==> config.mk <==
export PLATFORM = sky130hd
export DESIGN_NAME = gost_round_sched
export DESIGN_NICKNAME = d
export VERILOG_FILES = /design/src/rtl/gost_round_sched.sv
export SDC_FILE = /design/constraint.sdc
export NUM_CORES = 1
export LEC_CHECK = 0
export BUFFER_PORTS_ARGS = -buffer_cell sky130_fd_sc_hd__buf_4
export CORE_UTILIZATION = 35
export DETAILED_ROUTE_END_ITERATION = 16
export PLACE_DENSITY_LB_ADDON = 0.08
export SYNTH_ARGS = -nofsm -noshare
export SYNTH_HDL_FRONTEND = slang
export SYNTH_SLANG_ARGS = --single-unit
==> constraint.sdc <==
create_clock -name clk -period 2.2 [get_ports clk]
set_clock_uncertainty 0.2 [all_clocks]
set_input_delay 0.33 -clock clk [delete_from_list [all_inputs] [get_ports clk]]
set_output_delay 0.33 -clock clk [all_outputs]
set_load 0.005 [all_outputs]
==> src/rtl/gost_round_sched.sv <==
// Iterative GOST 28147-89 round scheduler: drives one external round unit for NROUNDS cycles.
// Optional `GOST_SCHED_ZEROIZE_EN clears key and L/R state on output transfer.
module gost_round_sched #(
  parameter int NROUNDS = 32
) (
  input  logic         clk,
  input  logic         rst_n,
  input  logic         in_valid,
  output logic         in_ready,
  input  logic [64:1]  in_data,
  input  logic [256:1] in_key,
  input  logic         in_decrypt,
  output logic         out_valid,
  input  logic         out_ready,
  output logic [64:1]  out_data,
  output logic         busy,
  output logic [32:1]  rnd_n1,
  output logic [32:1]  rnd_k,
  input  logic [32:1]  rnd_f,
  output logic [5:0]   rnd_idx
);

  typedef enum logic [1:0] {IDLE, RUN, DONE} state_t;

  localparam logic [5:0] LAST    = 6'(NROUNDS - 1);
  localparam logic [5:0] ENC_REV = 6'(NROUNDS - 8);

  state_t           state;
  logic [31:0]      l_q, r_q;
  logic [7:0][31:0] key_q;
  logic             dec_q;
  logic [5:0]       r_idx;
  logic [2:0]       ksel;
  logic             accept;

  assign in_ready  = (state == IDLE) | ((state == DONE) & out_ready);
  assign accept    = in_valid & in_ready;
  assign out_valid = (state == DONE);
  assign busy      = (state == RUN);
  assign out_data  = {r_q, l_q};
  assign rnd_n1    = l_q;
  assign rnd_k     = key_q[ksel];
  assign rnd_idx   = r_idx;

  // Reversed segment: encrypt runs the last 8 rounds backwards, decrypt all but the first 8.
  always_comb begin
    ksel = r_idx[2:0];
    if (state != RUN)
      ksel = 3'd0;
    else if (dec_q ? (r_idx >= 6'd8) : (r_idx >= ENC_REV))
      ksel = ~r_idx[2:0];
  end

  always_ff @(posedge clk or negedge rst_n) begin
    if (!rst_n) begin
      state <= IDLE;
      l_q   <= '0;
      r_q   <= '0;
      key_q <= '0;
      dec_q <= 1'b0;
      r_idx <= '0;
    end else begin
      case (state)
        IDLE, DONE: begin
          if (accept) begin
            l_q   <= in_data[64:33];
            r_q   <= in_data[32:1];
            for (int j = 0; j < 8; j++)
              key_q[j] <= in_key[256-32*j -: 32];
            dec_q <= in_decrypt;
            r_idx <= '0;
            state <= RUN;
          end else if (state == DONE && out_ready) begin
            state <= IDLE;
`ifdef GOST_SCHED_ZEROIZE_EN
            l_q   <= '0;
            r_q   <= '0;
            key_q <= '0;
            dec_q <= 1'b0;
`endif
          end
        end
        RUN: begin
          r_q <= l_q;
          l_q <= r_q ^ rnd_f;
          if (r_idx == LAST) begin
            r_idx <= '0;
            state <= DONE;
          end else begin
            r_idx <= r_idx + 6'd1;
          end
        end
        default: state <= IDLE;
      endcase
    end
  end

endmodule

After elaboration in Yosys (flattened, before gate mapping):

Index checks and enable logic that the tools add are counted.

* $add $sub $neg: 1
* order comparisons: 3
* equality and inequality tests: 7
* mux-type cells: 16
* bitwise operators: 5
* reduce and logical (&&, ||, !) cells: 7

Operators with widths (count)
* case mux 32 bit (2 select lines): 2
* binary-select mux 32 bit (select 3 bit): 1
* 2-to-1 mux 32 bit: 3
* XOR 32 bit: 1
* 2-to-1 mux 6 bit: 2
* case mux 6 bit (2 select lines): 1
* adder 6 x 1 -> 6 bit (second input constant): 1
* == test 6 x 5 -> 1 bit (second input constant): 1
* >= comparator 6 x 4 -> 1 bit (second input constant): 1
* >= comparator 6 x 5 -> 1 bit (second input constant): 1
* 2-to-1 mux 2 bit: 3
* 2-to-1 mux 3 bit: 2
* AND reduction 2 bit: 3
* less-than comparator 3 x 4 -> 1 bit (second input constant): 1
* inequality test 2 x 1 -> 1 bit (second input constant): 2
* case mux 2 bit (2 select lines): 1
* inequality test 3 bit (second input constant): 1
* inverter 3 bit: 1
* bitwise AND 1 bit: 2
* == test 2 x 1 -> 1 bit (second input constant): 1
* == test 2 bit (second input constant): 1
* logical NOT 2 bit: 1
* inequality test 2 bit (second input constant): 1
* nonzero test 2 bit: 1
* other kinds (4): 4

* register bits: 329
* input bits: 357
* output and inout port bits: 137
* logic and storage cells: 52

Longest topological paths before layout:

* depth in word-level cells: 6
* mapped depth: 9
* depth with buffers taken out: 6

Least setup slack after synthesis:

OpenSTA, ideal clock, no wires.

* kind: register to output
* from: reg r_idx[3] (netlist: rnd_idx[3])
* to: out rnd_k[14] (netlist bit)
* arrival: 1.866 ns
* required time: 1.670 ns
* path slack: -0.196 ns
* stages on the path, launching flop included: 7
* buffers on the path: 1
* cells stage by stage: dfrtp_1 maj3_2 nor2_8 mux2i_4 buf_2 o311ai_0 a32o_1

* cells in the longest elaborated chain, start to end: 6
* elaborated cells between the ends (all ways): 7
* those cells by class: order compare: 2; mux: 5

RTL lines
* start: declaration: line 32 `logic [5:0] r_idx;`
* start signal: assignment: line 90 `r_idx <= r_idx + 6'd1;`
* >= comparator 6 x 5 -> 1 bit or >= comparator 6 x 4 -> 1 bit (tied branches): line 50 `else if (dec_q ? (r_idx >= 6'd8) : (r_idx >= ENC_REV))`
* 2-to-1 mux 1 bit *: line 50
* 2-to-1 mux 3 bit *: line 50
* 2-to-1 mux 3 bit *: line 48 `if (state != RUN)`
* binary-select mux 32 bit (select 3 bit) *: line 42 `assign rnd_k = key_q[ksel];`
* 2-to-1 mux 32 bit (implied by the code) *: line 42
* end: declaration: line 18 `output logic [32:1] rnd_k,`

Every way passes the cells marked *; elsewhere a longest branch is shown, timed or not. The select of a mux whose other input is x is not followed.

Worst setup path after layout:

* from: reg r_idx[3] (netlist: rnd_idx[3])
* to: out rnd_k[21] (netlist bit)

The elaborated chain is that of the path after synthesis.

==> out/metrics.yaml <==
violations: "negative setup slack"
hold_viol_final: 0
met3_usage: 0.05138
die-area_mm2: 0.05322
antenna_cells: 0
placement.io_buffers: 493
fillers: 4616
clk_pin_slew_ps: 60
numCtsBuffers: 40
yosys-top-cells-area: "dfrtp_1 (45%), nand2_1 (20%), o2111ai_1 (4.6%)"
synth_compound_area_frac: 0.1645
gp_congestion: 0.9800
synth_xor_area_frac: 0.01627
area_growth_pct: 60.95
crit_chain: "maj3_2, nor2_8, mux2i_4, buf_12, clkbuf_16, buf_12, o2111ai_4, a32o_2, buf_4"
synth_edf_count: 0
async_flop_share: 1.000
fin_crit_ps: 3339
dp_hpwl_um: 59000
cts.sinks: 329
fin_crit_sh: 1.518
postSynthCellCount: 2260
worst_slew_pin_slew_ps: 587.6
p_per_area_mw_per_mm2: 1577
status: "complete, but fails checks"
grt-busiest-layer: "met2"
clock_path_buffers: 3
tritoncts: "yes"
cap_violations: 0
leakage_nw: 13.99
start_util: 0.3554
synthFlopType: "dfrtp_1"
synth-seq-cells: 329
clock_latency_ps: 560
cp_max_fo: 6
netlist_area_mm2: 0.01831
drt-vias-per-instance: 5.245
crit_path_frequent_cell: "buf_12"
postLayoutCellArea_mm2: 0.02946
ys_warn_count: 0
fmax_mhz: 299.5
endpoint_kind: "output port"
criticalPathCategory: "flop to output port"
required_ps: 1670
slew_headroom: 0.5971
layout-drive-gt1-share: 0.2869
final_nets: 3478
grt_pass1_wl_um: 121900
yosysTopAreaCell: "dfrtp_1"
vias: 20072
drc_errors: 0
met1_usage: 0.4099
synth_top_area_frac: 0.4498
synth_nets: 2619
rows: 83
arrival_ps: 2810
rsz0062_at_grt: "true"
ant_nets: 0
drt-pass1-iter-count: 5
htreeDepth: 2
critPathMaxStageDelay_ps: 380
setup_viol: 32
io_pins: 494
worst_path_max_delay_cell: "dfrtp_1"
avgSynthCellArea_um2: 8.100
grt_pass1_vias: 19684
synth.distinct_cells: 39
min_path_type: "input pin to async pin"
core_mm2: 0.05151
yosysSeqAreaShare: 0.4498
grt_usage: 0.3036
grt_max_degree: 134
grt_antenna_before_repair: 0
synthMuxAreaShare: 0.05728
place_ws_ps: -725.5
critPathLaunchType: "flop"
synthSimpleGateAreaFrac: 0.2381
place_area_mm2: 0.02369
overflow: 0
ir_drop_v: 0.001047
finalWorstSetupSlack_ps: -1139
routed_wl_um: 83130
met2_usage: 0.4889
die_y_um: 230.7
slew_viol_final: 0
clockRootBuffer: "clkbuf_16"
synth_top_family_by_area: "simple AND/OR/NAND/NOR gates"
drt_iter0_drc: 1719
yosys.area_share.adder: 0.001982
wire_per_inst_um: 21.72
die_w_um: 230.7
cell families (layout without fill, tap and decap cells):
logic type / Yosys count / in the layout
XOR/XNOR: 34 / 34
adder cells (fa/ha/maj): 3 / 3
multiplexers: 99 / 99
buffers and inverters: 289 / 1176
flip-flops: 329 / 329
AND/OR/NAND/NOR: 1112 / 1112
AO/OA/AOI/OAI: 394 / 394
critical path: cells and delay by family (launching register included):
family	cells	cell delay, ps
AOI/OAI and AO/OA	2	420
adders and majority gates	1	370
buffers and inverters	4	590
DFF	1	380
muxes	1	270
and+or+nand+nor	1	190
synthesized netlist by cell type (2+ instances only):
cell       instances
nand2_1          968
dfrtp_1          329
clkbuf_1         122
o2111ai_1         96
inv_1             67
nor2_1            66
o21ai_0           66
mux2i_1           65
o31ai_1           65
a31oi_1           64
buf_2             50
o311ai_1          37
nand3_1           34
xor2_1            33
a32o_1            32
buf_4             32
mux2_2            32
or2_2             32
o311ai_0          27
buf_1              9
buf_6              7
and3_1             3
o22ai_1            3
a22o_1             2
and2_1             2
ha_1               2
nand2b_1           2
nor2b_1            2
power breakdown:
group	switching (mW)	internal (mW)	leakage (nW)
Combinational	15.0	13.5	9.39
Clock	2.69	3.57	0.584
Sequential	2.77	8.97	4.02
path summary, 6_finish.rpt:
| kind | cells after the start | slack [ps] | endpoint | startpoint |
|---|---|---|---|---|
| max | 9 | -1140 | rnd_k[21] | rnd_idx[3]$_DFFE_PN0P_ |
| min | 2 | 40 | key_q[24]$_DFFE_PN0N_ | rst_n |
| max reg2reg | 8 | 80 | rnd_idx[3]$_DFFE_PN0P_ | rnd_idx[0]$_DFFE_PN0P_ |
| min reg2reg | 2 | 290 | dec_q$_DFFE_PN0N_ | dec_q$_DFFE_PN0N_ |
| max in group asynchronous | 4 | 930 | key_q[203]$_DFFE_PN0N_ | rst_n |
| min in group clk | 4 | 110 | state[0]$_DFFE_PN0P_ | in_valid |
placed cells by master (no fill, tap or decap), drive strengths merged:
cell / instances
dfrtp: 329
nor2: 67
nand3: 34
nor2b: 2
or3b: 1
maj3: 1
or2: 32
ha: 2
o21a: 1
o41ai: 1
dlygate4sd3: 355
o21ai: 66
a31oi: 64
xnor2: 1
o2111ai: 96
buf: 674
inv: 69
nand2: 968
clkinvlp: 3
nand2b: 2
clkinv: 7
mux2: 33
a22o: 2
o311ai: 64
and3: 3
a32o: 32
bufbuf: 3
o31ai: 65
mux2i: 66
nand4: 1
and2: 2
xor2: 33
clkbuf: 65
o22ai: 3
flip-flops by register name, indices dropped and copies added, names as in the netlist:
register and cells:
dec_q 1, rnd_idx 6, r_q 32, rnd_n1 32
key_q 256, state 2
layer usage:
| layer | share of wire | wire length [µm] | up-vias |
|---|---|---|---|
| met5 | 0 | 0 | - |
| li1 | - | - | 9368 |
| met1 | 0.43 | 36000 | 9776 |
| met2 | 0.46 | 38510 | 790 |
| met4 | 0.037 | 3105 | 0 |
| met3 | 0.066 | 5519 | 138 |
timing repair:
| action | CTS | global route |
|---|---|---|
| pin swaps | 9 | 26 |
| hold buffers | 355 | 0 |
| endpoints found under the hold margin | 527 | 0 |
| buffers inserted | 6 | 3 |
| gates resized for setup | 83 | 83 |
| endpoints found under the setup margin | 36 | 36 |
| cloned | 6 | 5 |
cell type report:
| cell class | instances | area (µm²) | area share |
|---|---|---|---|
| Sequential cell | 329 | 8240 | 0.2797 |
| Timing Repair Buffer | 1037 | 9563 | 0.3246 |
| Multi-Input combinational cell | 1642 | 9340 | 0.3170 |
| Clock buffer | 60 | 1136 | 0.03856 |
| Clock inverter | 10 | 72.57 | 0.002463 |
| Inverter | 69 | 259.0 | 0.008791 |
| Tap cell | 680 | 850.8 | 0.02888 |
stage by stage:
stage          std cells    util  hold WS (ps)  setup TNS [ps]  power, mW
2_1_floorplan       2260       -        -165.6           -5064      23.44
3_3_place_gp        3386  0.4598         27.93          -16330      35.62
3_5_place_dp        3386  0.4598         24.72          -16960      35.83
4_1_cts             3823  0.5622         32.39          -34270      44.46
5_1_grt             3827  0.5720         60.44          -37530      48.96
6_report            3827  0.5720         42.26          -34880      46.47
Power figures use the tool's default switching activity.
